[src/rtl/alu_pkg.sv]
// Shared opcode encoding and latency constant for the ALU request scheduler.
// Latency: n/a (types and constants only).
// Backpressure: n/a.
package alu_pkg;

  typedef enum logic [1:0] {
    OP_ADD    = 2'd0,  // a + b
    OP_SUB_AB = 2'd1,  // a - b
    OP_SUB_BA = 2'd2,  // b - a
    OP_MUL    = 2'd3   // low DATAW bits of a * b
  } alu_op_e;

  // Input-to-result latency of the shared pipelined ALU.
  localparam int ALU_LAT_C = 2;

endpackage

[src/rtl/alu_rsp_fifo.sv]
// Response FIFO: holds {id, result} words until the consumer takes them.
// Latency: a push is visible at head_vld/head_dat the cycle after the push.
// Backpressure: pop only when head_vld; push when full must never happen (upstream credit).
//
// Ports:
//   clk, rst_n         clock, async active-low reset
//   push, push_dat     write strobe and data
//   pop                read strobe, ignored while empty
//   head_vld, head_dat oldest entry, valid while count != 0
//   count              registered occupancy
module alu_rsp_fifo
  import alu_pkg::*;
#(
  parameter int DEPTH = 4,
  parameter int WIDTH = 18
) (
  input  logic                         clk,
  input  logic                         rst_n,
  input  logic                         push,
  input  logic [WIDTH-1:0]             push_dat,
  input  logic                         pop,
  output logic                         head_vld,
  output logic [WIDTH-1:0]             head_dat,
  output logic [$clog2(DEPTH+1)-1:0]   count
);

  localparam int AW = (DEPTH > 1) ? $clog2(DEPTH) : 1;
  localparam int CW = $clog2(DEPTH + 1);

  logic [WIDTH-1:0] mem [DEPTH];
  logic [AW-1:0]    wr_ptr;
  logic [AW-1:0]    rd_ptr;
  logic             do_pop;

  assign head_vld = (count != '0);
  assign head_dat = mem[rd_ptr];
  assign do_pop   = pop & head_vld;

  // Storage needs no reset: entries are only read while counted as valid.
  always_ff @(posedge clk) begin
    if (push) mem[wr_ptr] <= push_dat;
  end

  always_ff @(posedge clk or negedge rst_n) begin
    if (!rst_n) begin
      wr_ptr <= '0;
      rd_ptr <= '0;
      count  <= '0;
    end else begin
      if (push)   wr_ptr <= (wr_ptr == AW'(DEPTH-1)) ? '0 : wr_ptr + AW'(1);
      if (do_pop) rd_ptr <= (rd_ptr == AW'(DEPTH-1)) ? '0 : rd_ptr + AW'(1);
      case ({push, do_pop})
        2'b10:   count <= count + CW'(1);
        2'b01:   count <= count - CW'(1);
        default: count <= count;
      endcase
    end
  end

  no_push_when_full: assert property (@(posedge clk) disable iff (!rst_n)
    !(push && (count == CW'(DEPTH))));

endmodule

[src/rtl/alu_req_scheduler.sv]
// Round-robin sharing of one pipelined ALU among NREQ requesters, results returned with requester id.
// Latency: grant is combinational; response valid ALU_LAT+1 cycles after the grant cycle.
// Backpressure: issue is credit-gated on FIFO + in-flight occupancy, so rsp_ready low never drops a result.
//
// Ports:
//   clk, rst_n                           clock, async active-low reset
//   req_valid/req_ready                  per-requester handshake (req_ready one-hot or zero)
//   req_opcode/req_dataa/req_datab       packed per-requester payload, requester i at slice i
//   alu_opcode/alu_dataa/alu_datab       ALU inputs (zero when nothing is granted)
//   alu_result                           ALU output, ALU_LAT cycles after its inputs
//   rsp_valid/rsp_ready/rsp_id/rsp_result response channel
//   busy                                 any op in flight or buffered
module alu_req_scheduler
  import alu_pkg::*;
#(
  parameter int NREQ      = 4,
  parameter int DATAW     = 16,
  parameter int OPCODEW   = 2,
  parameter int ALU_LAT   = ALU_LAT_C,
  parameter int RSP_DEPTH = 4,
  parameter int IDW       = $clog2(NREQ)
) (
  input  logic                      clk,
  input  logic                      rst_n,
  input  logic [NREQ-1:0]           req_valid,
  output logic [NREQ-1:0]           req_ready,
  input  logic [NREQ*OPCODEW-1:0]   req_opcode,
  input  logic [NREQ*DATAW-1:0]     req_dataa,
  input  logic [NREQ*DATAW-1:0]     req_datab,
  output logic [OPCODEW-1:0]        alu_opcode,
  output logic [DATAW-1:0]          alu_dataa,
  output logic [DATAW-1:0]          alu_datab,
  input  logic [DATAW-1:0]          alu_result,
  output logic                      rsp_valid,
  input  logic                      rsp_ready,
  output logic [IDW-1:0]            rsp_id,
  output logic [DATAW-1:0]          rsp_result,
  output logic                      busy
);

  localparam int CW = $clog2(RSP_DEPTH + 1);
  localparam int SW = $clog2(RSP_DEPTH + ALU_LAT + 1);

  // run holds grants off while in reset and until the first edge after release.
  logic               run;
  logic [IDW-1:0]     ptr;
  logic [ALU_LAT-1:0] pipe_vld;
  logic [IDW-1:0]     pipe_id [ALU_LAT];
  logic [CW-1:0]      fifo_count;
  logic [SW-1:0]      inflight;
  logic [SW-1:0]      used;
  logic               can_issue;
  logic               grant_any;
  logic [IDW-1:0]     gid;
  logic [IDW:0]       idx;

  // Credit uses registered occupancy only; a pop this cycle frees credit next cycle.
  always_comb begin
    inflight = '0;
    for (int k = 0; k < ALU_LAT; k++) inflight = inflight + SW'(pipe_vld[k]);
    used = SW'(fifo_count) + inflight;
  end
  assign can_issue = used < SW'(RSP_DEPTH);

  // First valid requester at or after ptr, wrapping.
  always_comb begin
    grant_any = 1'b0;
    gid       = '0;
    idx       = '0;
    if (run && can_issue) begin
      for (int k = 0; k < NREQ; k++) begin
        idx = {1'b0, ptr} + (IDW+1)'(k);
        if (idx >= (IDW+1)'(NREQ)) idx = idx - (IDW+1)'(NREQ);
        if (!grant_any && req_valid[idx[IDW-1:0]]) begin
          grant_any = 1'b1;
          gid       = idx[IDW-1:0];
        end
      end
    end
  end

  assign req_ready = grant_any ? (NREQ'(1) << gid) : '0;

  always_comb begin
    alu_opcode = '0;
    alu_dataa  = '0;
    alu_datab  = '0;
    for (int i = 0; i < NREQ; i++) begin
      if (grant_any && (gid == IDW'(i))) begin
        alu_opcode = req_opcode[i*OPCODEW +: OPCODEW];
        alu_dataa  = req_dataa[i*DATAW +: DATAW];
        alu_datab  = req_datab[i*DATAW +: DATAW];
      end
    end
  end

  // ptr and the in-flight shift register mirror the ALU pipeline.
  always_ff @(posedge clk or negedge rst_n) begin
    if (!rst_n) begin
      run      <= 1'b0;
      ptr      <= '0;
      pipe_vld <= '0;
      for (int k = 0; k < ALU_LAT; k++) pipe_id[k] <= '0;
    end else begin
      run <= 1'b1;
      if (grant_any) ptr <= (gid == IDW'(NREQ-1)) ? '0 : gid + IDW'(1);
      pipe_vld[0] <= grant_any;
      pipe_id[0]  <= gid;
      for (int k = 1; k < ALU_LAT; k++) begin
        pipe_vld[k] <= pipe_vld[k-1];
        pipe_id[k]  <= pipe_id[k-1];
      end
    end
  end

  alu_rsp_fifo #(
    .DEPTH (RSP_DEPTH),
    .WIDTH (IDW + DATAW)
  ) u_rsp_fifo (
    .clk      (clk),
    .rst_n    (rst_n),
    .push     (pipe_vld[ALU_LAT-1]),
    .push_dat ({pipe_id[ALU_LAT-1], alu_result}),
    .pop      (rsp_ready),
    .head_vld (rsp_valid),
    .head_dat ({rsp_id, rsp_result}),
    .count    (fifo_count)
  );

  assign busy = (|pipe_vld) | (fifo_count != '0);

endmodule

[config.mk]
export PLATFORM = sky130hd
export DESIGN_NAME = alu_req_scheduler
export DESIGN_NICKNAME = d
export VERILOG_FILES = /design/src/rtl/alu_pkg.sv /design/src/rtl/alu_rsp_fifo.sv /design/src/rtl/alu_req_scheduler.sv
export SDC_FILE = /design/constraint.sdc
export NUM_CORES = 1
export LEC_CHECK = 0
export CORE_UTILIZATION = 43
export CTS_CLUSTER_DIAMETER = 40
export CTS_CLUSTER_SIZE = 12
export DETAILED_ROUTE_END_ITERATION = 8
export HOLD_SLACK_MARGIN = 0.02
export MAX_ROUTING_LAYER = met4
export PLACE_DENSITY = 0.82
export SLEW_MARGIN = 10
export SYNTH_ARGS = -nofsm -noshare
export SYNTH_HDL_FRONTEND = slang
export SYNTH_SLANG_ARGS = --single-unit
[constraint.sdc]
create_clock -name clk -period 3.6 [get_ports clk]
set_clock_uncertainty 0.05 [all_clocks]
set_input_delay 0.36 -clock clk [delete_from_list [all_inputs] [get_ports clk]]
set_output_delay 0.36 -clock clk [all_outputs]
set_load 0.05 [all_outputs]
; ---- After elaboration in Yosys (flattened, before gate mapping)
; Memory sizes are Yosys's and may differ from the RTL's.
; Cells that the tools add are included.
[totals]
register_bits = 16
latchBits = 0
mem_bits_rw = 72
romBits = 0
inputBits = 159
wordCells = 105
memories = 1
[memory_table]
columns = name, depth, width, rd, rd_clocked_by_memory_dff, wr, line
row1 = u_rsp_fifo.mem, 4, 18, 1, 0, 1, alu_rsp_fifo.sv:30  ; logic [WIDTH-1:0] mem [DEPTH];
[classes]
addsub = 14
mul = 0
div_mod_pow = 0
n_lt_le_gt_ge = 9
n_eq_ne = 7
shift = 1
mux = 48
bitwise_logic = 2
reduce_logical = 15
[ops]
columns = cell, n
row1 = $mux 16, 8
row2 = $mux 2, 20
row3 = $mux 1, 14
row4 = $lt 2x3->1 const B, 4
row5 = $eq 2x2->1 const B, 5
row6 = $ge 3x3->1 const B, 3
row7 = $bmux 1 s2, 4
row8 = $logic_and 1x1->1, 8
row9 = $sub 2x1->2 const B, 4
row10 = $add 2x1->2 const B, 3
row11 = $add 2x2->3 const B, 2
row12 = $pmux 3 s2, 1
row13 = $eq 2x1->1 const B, 2
row14 = $mux 4, 1
row15 = $shl 1x2->4 const A, 1
row16 = $add 2x1->3 const B, 1
row17 = $add 3x1->3 const B, 1
row18 = $add 3x2->3, 1
row19 = $ge 2x3->1 const B, 1
row20 = $logic_not 1->1, 3
row21 = $lt 3x3->1 const B, 1
row22 = $reduce_bool 3->1, 1
row23 = $sub 3x1->3 const B, 1
row24 = $add 1x1->2, 1
row25 = 5 further kinds, 5

; ---- Longest topological paths before layout
[logic_depth]
ltp_word = 27
depth_mapped = 14
mapped_depth_nobuf = 10

; ---- Cells and area by module
; Synthesis repeated with hierarchy kept, for this count alone.
[hier_totals]
cells_unflattened = 425
hier_area_um2 = 4857.2
[by_module_without_submodules]
columns = module, instances, cells_each, area_per_inst_um2, seq_area_each_um2
row1 = alu_rsp_fifo, 1, 133, 3040.4, 2337.2
row2 = alu_req_scheduler, 1, 292, 1816.7, 225.2

; ---- Worst setup path before layout
; OpenSTA, ideal clock, no wires.
[synth_timing]
kind = register to output
startpoint = register u_rsp_fifo.count[0]
endpoint = output port alu_dataa[7]
t_arrival_ps = 3340
path_slack_ps = -150
stages_incl_launch_ff = 14
path_buffers = 3
cell_sequence = dfrtp_1 > ha_1 > a21o_1 > a2111oi_2 > nor2_2 > buf_6 > or2_1 > ha_1 > buf_2 > clkinv_1 > clkbuf_1 > o21a_1 > a22oi_1 > nor2_1
[synth_between]
elab_chain_cells = 10
[synth_lines]
columns = element, line
row1 = "start, declared", alu_rsp_fifo.sv:24  ; output logic [$clog2(DEPTH+1)-1:0] count
row2 = "start signal, assigned", alu_rsp_fifo.sv:53  ; 2'b10: count <= count + CW'(1);
row3 = "start signal, assigned", alu_rsp_fifo.sv:54  ; 2'b01: count <= count - CW'(1);
row4 = "start signal, assigned", alu_rsp_fifo.sv:55  ; default: count <= count;
row5 = $add 3x2->3 (*), alu_req_scheduler.sv:61  ; used = SW'(fifo_count) + inflight;
row6 = $lt 3x3->1 (*), alu_req_scheduler.sv:63  ; assign can_issue = used < SW'(RSP_DEPTH);
row7 = $logic_and 1x1->1 (*), alu_req_scheduler.sv:70  ; if (run && can_issue) begin
row8 = $mux 2, alu_req_scheduler.sv:70
row9 = $logic_not 2->1, alu_req_scheduler.sv:89  ; if (grant_any && (gid == IDW'(i))) begin
row10 = $logic_and 1x1->1, alu_req_scheduler.sv:89
row11 = $mux 16 (3 in series), alu_req_scheduler.sv:89
row12 = $mux 16 (*), alu_req_scheduler.sv:89
row13 = "end, declared", alu_req_scheduler.sv:31  ; output logic [DATAW-1:0] alu_dataa,
; Every way passes the cells marked *; elsewhere a longest branch is shown, timed or not.

; ---- Worst setup path in the final report
[layout_timing]
startpoint = register u_rsp_fifo.count[0]
endpoint = output port alu_dataa[15]
; The elaborated chain is that of the path after synthesis.

==> impl_results.md <==
* Slew @ Worst Pin at 0.950 ns
* Syn Inst Count at 424
* CP Max Fanout at 17
* Total nets after synthesis at 595
* Clock latency on the worst-skew pair at between 0.3 and 0.4 ns
* Hold bufs inserted after CTS at 0
* Mean Syn Cell Area at 11.5 sq um
* Iter 0 DRT Violations at 223
* Hold path cells at 0
* Setup CP Type: flop to output port
* IO Pins at 217
* Startpoint types: flop
* Top FF cell, synth: edfxtp_1
* Max H-tree Level at 3
* First-pass GRT wire length at 22200 um
* CTS sink count at 88
* Reg clk slew, reported paths at 0.06 ns
* Tot GR Track Use at around a quarter
* Initial antenna violation count at 1
* Worst vdd ir at 688 uV
* Clock power share at 15.4%
* Rel. slew slack at 36.7%
* Largest net degree at the start of global routing at 48
* Global route overflow at 0
* DRC at 0
* CTS tree: done
* Reg power frac at about a quarter
* Max Cap Viol at 0
* PortBufs at ~220
* Number of CTS-inserted buffers at 9
* DP Cell Count at 760
* CP endpoint kind: output port
* Synth Register Bits at 88
* Layout area overhead at 57.2%
* LEAKAGE at 2.84 nW
* Most instantiated library cell after synthesis: edfxtp_1
* Reg2reg path depth at 7
* Internal power at 3.17 mW
* Dpl ws at 0.0520 ns
* Fmax at 284 MHz
* Starting Density at 44.5%
* Synth top area share at 44.4%
* Data arrival, critical path at 3.11 ns
* Status: finished clean
* Share of post-route cells with drive strength above 1 at 22.0%
* Detailed-route via count at 4317
* Vias in the first global route at 4469
* Die Wd at 108 um
* Non-filler instance count after layout at about 800
* Synth Cell Area at 4870 sq um
* Fillers at 762
* Synth cell types at 41
* Final setup viols at 0
* ANT nets after route at 0
* CP required at 3.19 ns
* Final wirelength at 15200 um
* Max Slew Vio Count at 0
* Comb power frac at 59.3%
* Die area at 11800 sq um
* Top cells by count, synth: edfxtp_1 (72), nand2_1 (40), o21ai_0 (38)
* Critical Path Max Stage Delay at 0.42 ns
* Total power at around 5.8 mW
* Type of the worst min-delay path: flop to flop
* PwrDens at 763 nW/um^2
* Core area at 10900 sq um
* Layout Nets at between 800 and 900
* Leading area contributor after synthesis: edfxtp_1
* Crit path cell chain: ha_1 > a21o_1 > a2111oi_4 > nor2_4 > or2_4 > ha_4 > clkbuf_16 > a21oi_1 > o21ai_0 > a22oi_1 > nor2_1 > buf_4
* Minimum clock period at 3.52 ns
* Max Root-Sink Buffers at 2
* Hold Slack at 0.298 ns
* Hold violation count in the final report at 0
* Routability cong. at 0.909
* Setup WS post-layout at around 0.080 ns
* Largest cells by area after synthesis: edfxtp_1 (44%), mux4_2 (8.3%), dfrtp_1 (8.2%)
* DR pass1 iterations at 5
* Die Y at 108 um
* Yosys warns at 0
* Root buf cell: clkbuf_16
* Setup TNS at 0 ns
* EDFF count, synth at 72
* Switching share of power at between 40% and 50%
* Register area share after synthesis at 52.6%
* Critical-path top delay cell: dfrtp_1
* Via density at 5.55
* FFs w/ async S/R, synth at a little under a fifth
* WL per Instance at between 15 and 20 um
* P_sw at 2.68 mW
* Part of the cycle the worst path needs at 97.8%
* # rows at 38
* DP Wirelength at 10900 um
[worst max-delay path, delay by kind of cell (launching register included)]
| kind | cells | cell delay, ns |
|---|---|---|
| DFF | 1 | 0.42 |
| and+or+nand+nor | 3 | 0.42 |
| buffers and inverters | 2 | 0.38 |
| adders and majority gates | 2 | 0.47 |
| AOI/OAI and AO/OA | 5 | 1.07 |
[cell type report]
cell class	count	area [sq um]	share of cell area, %
tap	140	175	2.29
antenna	1	2.50	0.0327
multi-input combinational	288	2230	29.1
timing repair buffer	232	2340	30.6
inverter	13	48.8	0.637
clock inverter	7	75.1	0.980
clock buffer	9	225	2.94
sequential	88	2560	33.5
[cell families after synthesis]
| logic type | synth area share, % |
|---|---|
| adders and majority gates | 3.24 |
| xor gates and xnor gates | 0.719 |
| muxes | 9.02 |
| buffers and inverters | 4.52 |
| other | 0.0770 |
| DFF | 52.6 |
| AOI/OAI and AO/OA | 19.7 |
| and+or+nand+nor | 10.2 |
[cell usage in the layout (no fill, tap or decap), drive strengths merged, types with 16 or more instances in the layout]
cell	Yosys	layout
buf	9	53
o21a	35	35
a22oi	34	34
dfrtp	16	16
clkdlybuf4s50	0	178
a21oi	35	35
nor2	40	40
edfxtp	72	72
mux4	18	18
o21ai	38	38
inv	11	16
nand2	40	40
[per-stage QoR]
step | util (%) | instance area (sq um)
2_1_floorplan | - | 4920
4_1_cts | 68.9 | 7530
5_1_grt | 70.0 | 7660
3_3_place_gp | 65.8 | 7200
6_report | 70.0 | 7660
3_5_place_dp | 65.8 | 7200
[power by group through the flow]
stage               sequential (mW)  clock [mW]  combinational (mW)
global route                   1.50       0.959                3.69
CTS                            1.48       0.921                3.38
finish                         1.48       0.901                3.46
floorplan                      1.40           0                2.38
detailed placement             1.49           0                3.34
global placement               1.47           0                3.27
[registers in the layout (all words and copies together) (netlist names)]
register,count
pipe_id,4
pipe_vld,2
ptr,2
run,1
u_rsp_fifo.count,3
u_rsp_fifo.mem,72
u_rsp_fifo.rd_ptr,2
u_rsp_fifo.wr_ptr,2
[layer usage]
metal  track usage (%)  share of wire [%]  vias to the layer above  wire length, um
met1              26.6                 35                     2079             5340
met4              10.8                3.6                        0              540
met2              48.2                 55                      204             8360
met3              6.39                6.3                       36              960
li1                  -                  -                     1998                -
met5                 -                  0                        -                0
[final timing paths]
| path | from | end | slack [ns] |
|---|---|---|---|
| min in group asynchronous | rst_n | u_rsp_fifo.count[1]$_DFFE_PN0P_ | 0.41 |
| hold reg to reg | pipe_id[2]$_DFF_PN0_ | pipe_id[0]$_DFF_PN0_ | 0.30 |
| hold / removal | pipe_id[2]$_DFF_PN0_ | pipe_id[0]$_DFF_PN0_ | 0.30 |
| max in group asynchronous | rst_n | pipe_id[3]$_DFF_PN0_ | 2.62 |
| setup reg to reg | u_rsp_fifo.count[0]$_DFFE_PN0P_ | ptr[1]$_DFFE_PN0P_ | 1.23 |
| setup / recovery | u_rsp_fifo.count[0]$_DFFE_PN0P_ | alu_dataa[15] | 0.08 |
[what timing repair did]
| item | 4_1_cts | 5_1_grt |
|---|---|---|
| cloned | 0 | 1 |
| pin swaps | 2 | 12 |
| buffers inserted | 0 | 0 |
| resized for setup | 6 | 31 |
| setup endpoints to repair | 34 | 34 |
(Power assumes the default switching activity.)
